### config.mk
export PLATFORM = sky130hd
export DESIGN_NAME = alarm_ctrl_flat
export DESIGN_NICKNAME = d
export VERILOG_FILES = /design/src/rtl/alarm_ctrl_if.sv /design/src/rtl/alarm_ctrl.sv /design/src/flat_wrapper.sv
export SDC_FILE = /design/constraint.sdc
export NUM_CORES = 1
export LEC_CHECK = 0
export ABC_AREA = 1
export CAP_MARGIN = 20
export CORE_MARGIN = 2
export CORE_UTILIZATION = 45
export DETAILED_ROUTE_END_ITERATION = 10
export GPL_TIMING_DRIVEN = 0
export PLACE_DENSITY = 0.68
export SLEW_MARGIN = 0
export SYNTH_ARGS = -nofsm -noshare
export SYNTH_HDL_FRONTEND = slang
export SYNTH_SLANG_ARGS = --single-unit
### constraint.sdc
create_clock -name i_clk -period 1.83 [get_ports i_clk]
set_input_delay 0.366 -clock i_clk [delete_from_list [all_inputs] [get_ports i_clk]]
set_output_delay 0.366 -clock i_clk [all_outputs]
set_load 0.01 [all_outputs]
### src/rtl/alarm_ctrl_if.sv
// Signal bundle between the alarm controller and its keypad/sensor front end.
// The i_/o_ prefixes name the direction as seen from the controller.
interface alarm_ctrl_if;
    logic       i_trip;
    logic [3:0] i_zone;
    logic       i_arm;
    logic       i_disarm;
    logic       o_siren;
    logic       o_armed;
    logic       o_pending;
    logic [2:0] o_state;
    logic [3:0] o_alarm_zone;

    modport slave (
        input  i_trip, i_zone, i_arm, i_disarm,
        output o_siren, o_armed, o_pending, o_state, o_alarm_zone
    );

    modport master (
        output i_trip, i_zone, i_arm, i_disarm,
        input  o_siren, o_armed, o_pending, o_state, o_alarm_zone
    );
endinterface

### src/rtl/alarm_ctrl.sv
// Intruder alarm controller: synchronizes and debounces the sensor trip,
// then sequences exit delay, armed watch, entry grace and siren time.
module alarm_ctrl #(
    parameter int DEB_CYCLES   = 4,
    parameter int EXIT_CYCLES  = 8,
    parameter int ENTRY_CYCLES = 16,
    parameter int SIREN_CYCLES = 64
) (
    input  logic         i_clk,
    input  logic         i_rst,
    alarm_ctrl_if.slave  bus
);

    localparam logic [2:0] S_DISARMED = 3'd0;
    localparam logic [2:0] S_EXIT     = 3'd1;
    localparam logic [2:0] S_ARMED    = 3'd2;
    localparam logic [2:0] S_ENTRY    = 3'd3;
    localparam logic [2:0] S_ALARM    = 3'd4;

    localparam int TMAX_A = (EXIT_CYCLES > ENTRY_CYCLES) ? EXIT_CYCLES : ENTRY_CYCLES;
    localparam int TMAX   = (TMAX_A > SIREN_CYCLES) ? TMAX_A : SIREN_CYCLES;
    localparam int TW     = (TMAX > 2) ? $clog2(TMAX) : 1;
    localparam int DW     = $clog2(DEB_CYCLES + 1);

    logic          r_trip_s1;
    logic          r_trip_s2;
    logic [3:0]    r_zone_s1;
    logic [3:0]    r_zone_s2;
    logic [DW-1:0] r_deb;
    logic [TW-1:0] r_timer;
    logic [2:0]    r_state;
    logic [2:0]    w_next_state;
    logic          r_siren;
    logic [3:0]    r_alarm_zone;
    logic          w_trip_db;

    assign w_trip_db = (r_deb == DW'(DEB_CYCLES));

    // Two-flop synchronizers for the asynchronous sensor inputs.
    always_ff @(posedge i_clk or posedge i_rst) begin
        if (i_rst) begin
            r_trip_s1 <= 1'b0;
            r_trip_s2 <= 1'b0;
            r_zone_s1 <= 4'b0000;
            r_zone_s2 <= 4'b0000;
        end else begin
            r_trip_s1 <= bus.i_trip;
            r_trip_s2 <= r_trip_s1;
            r_zone_s1 <= bus.i_zone;
            r_zone_s2 <= r_zone_s1;
        end
    end

    // Debounce counter: counts consecutive high samples, saturating.
    always_ff @(posedge i_clk or posedge i_rst) begin
        if (i_rst) begin
            r_deb <= '0;
        end else if (!r_trip_s2) begin
            r_deb <= '0;
        end else if (r_deb != DW'(DEB_CYCLES)) begin
            r_deb <= r_deb + DW'(1);
        end else begin
            r_deb <= r_deb;
        end
    end

    // State register.
    always_ff @(posedge i_clk or posedge i_rst) begin
        if (i_rst) begin
            r_state <= S_DISARMED;
        end else begin
            r_state <= w_next_state;
        end
    end

    // Next-state logic; disarm outranks arm and every timer expiry.
    always_comb begin
        w_next_state = r_state;
        case (r_state)
            S_DISARMED: begin
                if (bus.i_arm && !bus.i_disarm) w_next_state = S_EXIT;
                else                            w_next_state = S_DISARMED;
            end
            S_EXIT: begin
                if (bus.i_disarm)                              w_next_state = S_DISARMED;
                else if (r_timer == TW'(EXIT_CYCLES - 1))      w_next_state = S_ARMED;
                else                                           w_next_state = S_EXIT;
            end
            S_ARMED: begin
                if (bus.i_disarm)   w_next_state = S_DISARMED;
                else if (w_trip_db) w_next_state = S_ENTRY;
                else                w_next_state = S_ARMED;
            end
            S_ENTRY: begin
                if (bus.i_disarm)                              w_next_state = S_DISARMED;
                else if (r_timer == TW'(ENTRY_CYCLES - 1))     w_next_state = S_ALARM;
                else                                           w_next_state = S_ENTRY;
            end
            S_ALARM: begin
                if (bus.i_disarm)                              w_next_state = S_DISARMED;
                else if (r_timer == TW'(SIREN_CYCLES - 1))     w_next_state = S_ARMED;
                else                                           w_next_state = S_ALARM;
            end
            default: w_next_state = S_DISARMED;
        endcase
    end

    // Shared phase timer, restarted on every state change.
    always_ff @(posedge i_clk or posedge i_rst) begin
        if (i_rst) begin
            r_timer <= '0;
        end else if (w_next_state != r_state) begin
            r_timer <= '0;
        end else if (r_state == S_EXIT || r_state == S_ENTRY || r_state == S_ALARM) begin
            r_timer <= r_timer + TW'(1);
        end else begin
            r_timer <= r_timer;
        end
    end

    // Siren is registered from the next state so it tracks ALARM with no lag.
    always_ff @(posedge i_clk or posedge i_rst) begin
        if (i_rst) begin
            r_siren <= 1'b0;
        end else begin
            r_siren <= (w_next_state == S_ALARM);
        end
    end

    // Zone record: accumulate while in ENTRY/ALARM, wipe only when re-arming.
    always_ff @(posedge i_clk or posedge i_rst) begin
        if (i_rst) begin
            r_alarm_zone <= 4'b0000;
        end else if (r_state == S_DISARMED && w_next_state == S_EXIT) begin
            r_alarm_zone <= 4'b0000;
        end else if (r_state == S_ENTRY || r_state == S_ALARM) begin
            r_alarm_zone <= r_alarm_zone | r_zone_s2;
        end else begin
            r_alarm_zone <= r_alarm_zone;
        end
    end

    // Status outputs decoded directly from the state register.
    always_comb begin
        bus.o_state      = r_state;
        bus.o_armed      = 1'b0;
        bus.o_pending    = 1'b0;
        bus.o_siren      = r_siren;
        bus.o_alarm_zone = r_alarm_zone;
        case (r_state)
            S_EXIT:  begin bus.o_armed = 1'b1; bus.o_pending = 1'b1; end
            S_ARMED: begin bus.o_armed = 1'b1; bus.o_pending = 1'b0; end
            S_ENTRY: begin bus.o_armed = 1'b1; bus.o_pending = 1'b1; end
            S_ALARM: begin bus.o_armed = 1'b1; bus.o_pending = 1'b0; end
            default: begin bus.o_armed = 1'b0; bus.o_pending = 1'b0; end
        endcase
    end

endmodule

### src/flat_wrapper.sv
// flat-port wrapper written by rule: the top's interface ports become plain ports
module alarm_ctrl_flat 
#(
    parameter int DEB_CYCLES   = 4,
    parameter int EXIT_CYCLES  = 8,
    parameter int ENTRY_CYCLES = 16,
    parameter int SIREN_CYCLES = 64
)
  (i_clk, i_rst, bus_i_trip, bus_i_zone, bus_i_arm, bus_i_disarm, bus_o_siren, bus_o_armed, bus_o_pending, bus_o_state, bus_o_alarm_zone);
  alarm_ctrl_if bus_i ();
  input  logic i_clk;
  input  logic i_rst;
  input wire logic [$bits(bus_i.i_trip)-1:0] bus_i_trip;
  input wire logic [$bits(bus_i.i_zone)-1:0] bus_i_zone;
  input wire logic [$bits(bus_i.i_arm)-1:0] bus_i_arm;
  input wire logic [$bits(bus_i.i_disarm)-1:0] bus_i_disarm;
  output wire logic [$bits(bus_i.o_siren)-1:0] bus_o_siren;
  output wire logic [$bits(bus_i.o_armed)-1:0] bus_o_armed;
  output wire logic [$bits(bus_i.o_pending)-1:0] bus_o_pending;
  output wire logic [$bits(bus_i.o_state)-1:0] bus_o_state;
  output wire logic [$bits(bus_i.o_alarm_zone)-1:0] bus_o_alarm_zone;
  assign bus_i.i_trip = bus_i_trip;
  assign bus_i.i_zone = bus_i_zone;
  assign bus_i.i_arm = bus_i_arm;
  assign bus_i.i_disarm = bus_i_disarm;
  assign bus_o_siren = bus_i.o_siren;
  assign bus_o_armed = bus_i.o_armed;
  assign bus_o_pending = bus_i.o_pending;
  assign bus_o_state = bus_i.o_state;
  assign bus_o_alarm_zone = bus_i.o_alarm_zone;
  alarm_ctrl #(.DEB_CYCLES(DEB_CYCLES), .EXIT_CYCLES(EXIT_CYCLES), .ENTRY_CYCLES(ENTRY_CYCLES), .SIREN_CYCLES(SIREN_CYCLES)) u_core (.i_clk(i_clk), .i_rst(i_rst), .bus(bus_i));
endmodule
==> Word-level counts from Yosys, hierarchy flattened <==
Cells that the tools add are included.
{ "classes": {"add_sub_neg": 2, "n_eq_ne": 13, "muxes": 18, "bitwise": 1, "reduce_logical": 11} }
{ "ops": {"columns": ["cell", "n"], "rows": [
  ["2-to-1 mux 3 bit", 8],
  ["case mux 3 bit (5 select lines)", 1],
  ["2-to-1 mux 6 bit", 2],
  ["equality test 3 bit, second input constant", 3],
  ["2-to-1 mux 4 bit", 2],
  ["adder 6 x 1 -> 6 bit, second input constant", 1],
  ["equality test 3 x 1 -> 1 bit, second input constant", 2],
  ["equality test 3 x 2 -> 1 bit, second input constant", 2],
  ["equality test 6 x 3 -> 1 bit, second input constant", 1],
  ["equality test 6 x 4 -> 1 bit, second input constant", 1],
  ["equality test 6 bit, second input constant", 1],
  ["2-to-1 mux 1 bit", 4],
  ["bitwise OR 4 bit", 1],
  ["nonzero test 2 bit", 2],
  ["OR reduction 4 bit", 1],
  ["adder 3 x 1 -> 3 bit, second input constant", 1],
  ["zero test 3 bit", 1],
  ["logical OR 1 bit", 3],
  ["inequality test 3 bit", 1],
  ["inequality test 3 bit, second input constant", 1],
  ["logical AND 1 bit", 2],
  ["2-to-1 mux 2 bit", 1],
  ["inequality test 2 bit, second input constant", 1],
  ["OR reduction 2 bit", 1],
  ["zero test 1 bit", 1]
]} }
{ "totals": {"register_bits": 27} }

==> Logic depth before layout (Yosys ltp) <==
{ "logic_depth": {"ltp_word": 7, "mapped_depth": 13} }

==> Worst setup path before layout <==
OpenSTA, ideal clock, no wires.
{ "synth_timing": {"path_kind": "register -> output", "startpoint": "register u_core.r_state[0] (netlist: u_core.bus.o_state[0])", "endpoint": "output port bus_o_armed", "t_arrival_ps": 1210, "setup_slack_ps": 254, "path_stages_with_launch": 7, "n_path_buf": 0, "cell_sequence": "dfrtp_1 -> inv_2 -> nand2_1 -> nor2_2 -> nor2_2 -> inv_2 -> or2_2"} }
{ "synth_between": {"elab_chain_cells": 3, "word_cells_on_any_way": 6, "classes_between": "4 x eq/ne; 1 x mux; 1 x reduce/logical"} }
{ "synth_rtl": {"columns": ["item", "line_no", "source"], "rows": [
  ["from (decl)", "alarm_ctrl.sv:31", "logic [2:0] r_state;"],
  ["from (signal assigned)", "alarm_ctrl.sv:72", "r_state <= w_next_state;"],
  ["equality test 3 x 2 -> 1 bit (tied with other cells)", "alarm_ctrl.sv:150", "case (r_state)"],
  ["OR reduction 4 bit (no source line) (*)", null, null],
  ["2-to-1 mux 1 bit (*)", "alarm_ctrl.sv:150", null],
  ["to (decl)", "flat_wrapper.sv:18", "output wire logic [$bits(bus_i.o_armed)-1:0] bus_o_armed;"]
]} }
Mark *: on every way between the ends. The rest lies on a longest branch, timed or not.

==> Final worst setup path <==
{ "layout_timing": {"startpoint": "register u_core.r_state[2] (netlist: u_core.bus.o_state[2])", "endpoint": "output port bus_o_armed"} }
The elaborated chain is that of the path after synthesis.

==> impl_metrics.ini <==
[outcome]
status = completed

[floorplan]
io_pins = 19
coreArea_um2 = 2690
die_y_um = 56.5
fp.dieArea_um2 = 3190
rows = 19
die_x_um = 56.5
initial_core_util_pct = 46.2

[worst_setup_path]
path_cells = buf_6 > nor2_4 > nor2_4 > inv_2 > or2_4 > buf_6
reg2reg_depth = 9
worstSetupPathType = flip-flop to primary output
crit_path_start_kind = flip-flop
r2r-start = u_core.bus.o_state[2]
required_ns = 1.46
crit_slowest_cell = dfrtp_2
r2r_end = u_core.bus.o_alarm_zone[1]
cp.buffers_inverters = 3
cp.arrival_ns = 1.46
max_stage_delay_ns = 0.45
crit_path_end_kind = primary output
crit_family = flip-flops
ff2ff_setup_slack_ns = 0.14
worstPathMaxFanout = 4

[place]
place_congestion = 0.864
place.port_buffers = 18
place_area_um2 = 1460
place_hpwl_um = 1710

[finish]
diodes = 0
nNetsFinal = 189
final_cell_area_um2 = 1610
final_util_pct = 59.9
area_growth_pct = 29.9
drive_above_1_share_pct = 16.5
nFillCells = 245

[sta]
finalCritPeriodShare_pct = 99.9
setup_viol = 0
max_freq_ghz = 0.547
rsz0062_at_grt = yes
slew_violations = 0
worst_slew_pin_slew_ns = 0.506
fin_crit_ns = 1.83
fin_skew_ns = 0.00601
finalHoldViolCount = 0
slew_headroom_pct = 65.9

[logic_synthesis]
syn_inst = 147
synth-seq-area-share_pct = 54.5
avgSynthCellArea_um2 = 8.43
synth-edff-count = 0
yosysWarningCount = 0
synth_common_cells = 31 x nand2_1, 27 x dfrtp_1, 25 x nor2_1
ys_ff_latch = 27
netlist_top_cells_area = dfrtp_1 54%, nand2_1 9.4%, nor2_1 7.6%
netlist.area_leader.share_pct = 54.5
async_flop_share_pct = 100
synth_nets = 159
synth_area_um2 = 1240
yosysMostFrequentCell = nand2_1
synth-main-ff-cell = dfrtp_1
synth_top_area_cell = dfrtp_1
synth_cell_types = 18

[cts]
cts.htree.levels = 1
insertion_delay_ns = 0.32
cts_inserted_buffers = 3
clkTransAtPathRegs_ns = 0.15
hold_buffers = 0
cts_buffer_depth = 2
cts_sinks = 27
cts_tree = built
cts_root_buffer = clkbuf_4

[min_path]
holdCritPathClass = primary input to asynchronous set/reset pin

[pwr]
p_leak_nw = 0.833
seqPwrFrac_pct = 60.2
switching_share_pct = 26.6
clockPowerShare_pct = 24.4
ir_drop_v = 0.000626
p_int_mw = 0.785
combPwrFrac_pct = 15.3
power_density_nw_per_um2 = 664
p_sw_mw = 0.285

[routing]
routed_wl_um = 2490
drc = 0
ant_nets = 0
routedWlPerCell_um = 12.0
drt_iter0_markers = 38
vias_per_cell = 4.99
dr.pass1.iters = 4
vias = 1032

[grt]
grt_usage_pct = 16.6
grt_max_degree = 28
grt_first_pass_wirelength_um = 4190
grt.overflow.total = 0
grt_pass1_vias = 954
antenna_found_initial = 0

[run]
drv_cap = 0
[worst reg2reg max path: stages, from the launching register on]
cell     delay, ns
dfrtp_2       0.48
buf_6         0.15
nor2_4        0.18
nand2_2       0.10
nor2_2        0.14
nor2_1        0.05
nand2_1       0.07
nand2_1       0.08
nor2_1        0.27
nor2_1        0.08
[registers in the layout (all words and copies together) (netlist names)]
register / count
u_core.r_trip_s2: 1
u_core.r_zone_s1: 4
u_core.r_timer: 6
u_core.bus.o_state: 3
u_core.r_deb: 3
u_core.r_zone_s2: 4
u_core.bus.o_siren: 1
u_core.r_trip_s1: 1
u_core.bus.o_alarm_zone: 4
[layer usage]
layer / wire [um] / up-vias / share of wire, % / track usage, %
li1: - / 516 / - / -
met1: 1160 / 486 / 46 / 23.7
met2: 1210 / 28 / 49 / 25.6
met3: 111 / 2 / 4.5 / 2.76
met4: 13 / 0 / 0.52 / 5.78
met5: 0 / - / 0 / 0
[power groups by stage]
stage | Clock, mW | Combinational [mW] | Sequential (mW)
after floorplan | 0 | 0.0861 | 0.654
after global placement | 0 | 0.130 | 0.656
after detailed placement | 0 | 0.136 | 0.659
after CTS | 0.278 | 0.148 | 0.646
after global routing | 0.308 | 0.184 | 0.649
final | 0.261 | 0.164 | 0.644
[layout by cell type (no fill, tap or decap), drive strengths merged]
cell type	n
a31oi	1
xor2	4
clkdlybuf4s50	14
buf	8
clkinvlp	1
dlygate4sd2	1
clkbuf	3
a21oi	5
xnor2	1
nor3	2
dlymetal6s2s	2
dfrtp	27
ha	3
nand2	32
o21ai	6
inv	21
or2	1
nand3	15
nor2	29
[metrics by stage]
stage | instances | total power, mW | setup TNS (ns) | hold slack (ns) | setup slack, ns
floorplan | 147 | 0.740 | 0 | 0.331 | 0.254
global placement | 196 | 0.786 | -0.263 | 0.334 | -0.263
detailed placement | 196 | 0.795 | -0.268 | 0.336 | -0.268
CTS | 204 | 1.07 | -0.00301 | 0.370 | -0.00301
global route | 207 | 1.14 | -0.126 | 0.200 | -0.0901
finish | 207 | 1.07 | 0 | 0.222 | 0.00234
[final cells by class]
cell class	count	area (um2)	share of cell area, %
Sequential cell	27	679	42.2
Multi-Input combinational cell	99	522	32.4
Timing Repair Buffer	25	262	16.2
Inverter	21	78.8	4.90
Tap cell	31	38.8	2.41
Clock buffer	3	22.5	1.40
Clock inverter	1	7.51	0.466
[how the worst max path moves through the flow]
stage | startpoint | to | slack (ns) | cells past startpoint
after detailed placement | u_core.bus.o_state[0] | bus_o_armed | -0.27 | 7
after floorplan | u_core.bus.o_state[0] | bus_o_armed | 0.25 | 6
after global routing | u_core.bus.o_state[2] | bus_o_armed | -0.09 | 6
final | u_core.bus.o_state[2] | bus_o_armed | 0.002 | 6
after CTS | u_core.bus.o_state[2] | bus_o_armed | -0.003 | 6
after global placement | u_core.bus.o_state[0] | bus_o_armed | -0.26 | 7
[kinds of logic after synthesis]
family          synth area share (%)
simple gates                    27.6
flops                           54.5
buf+inv                         6.36
compound gates                  4.94
xor+xnor                        3.53
fa+ha+maj                       3.03
[repair_timing]
| action | 4_1_cts | 5_1_grt |
|---|---|---|
| pin swaps | 2 | 0 |
| gates resized for setup | 15 | 6 |
| hold endpoints to repair | 0 | 0 |
| setup endpoints to repair | 4 | 11 |
| buffers inserted | 4 | 2 |
Power figures use the tool's default switching activity.
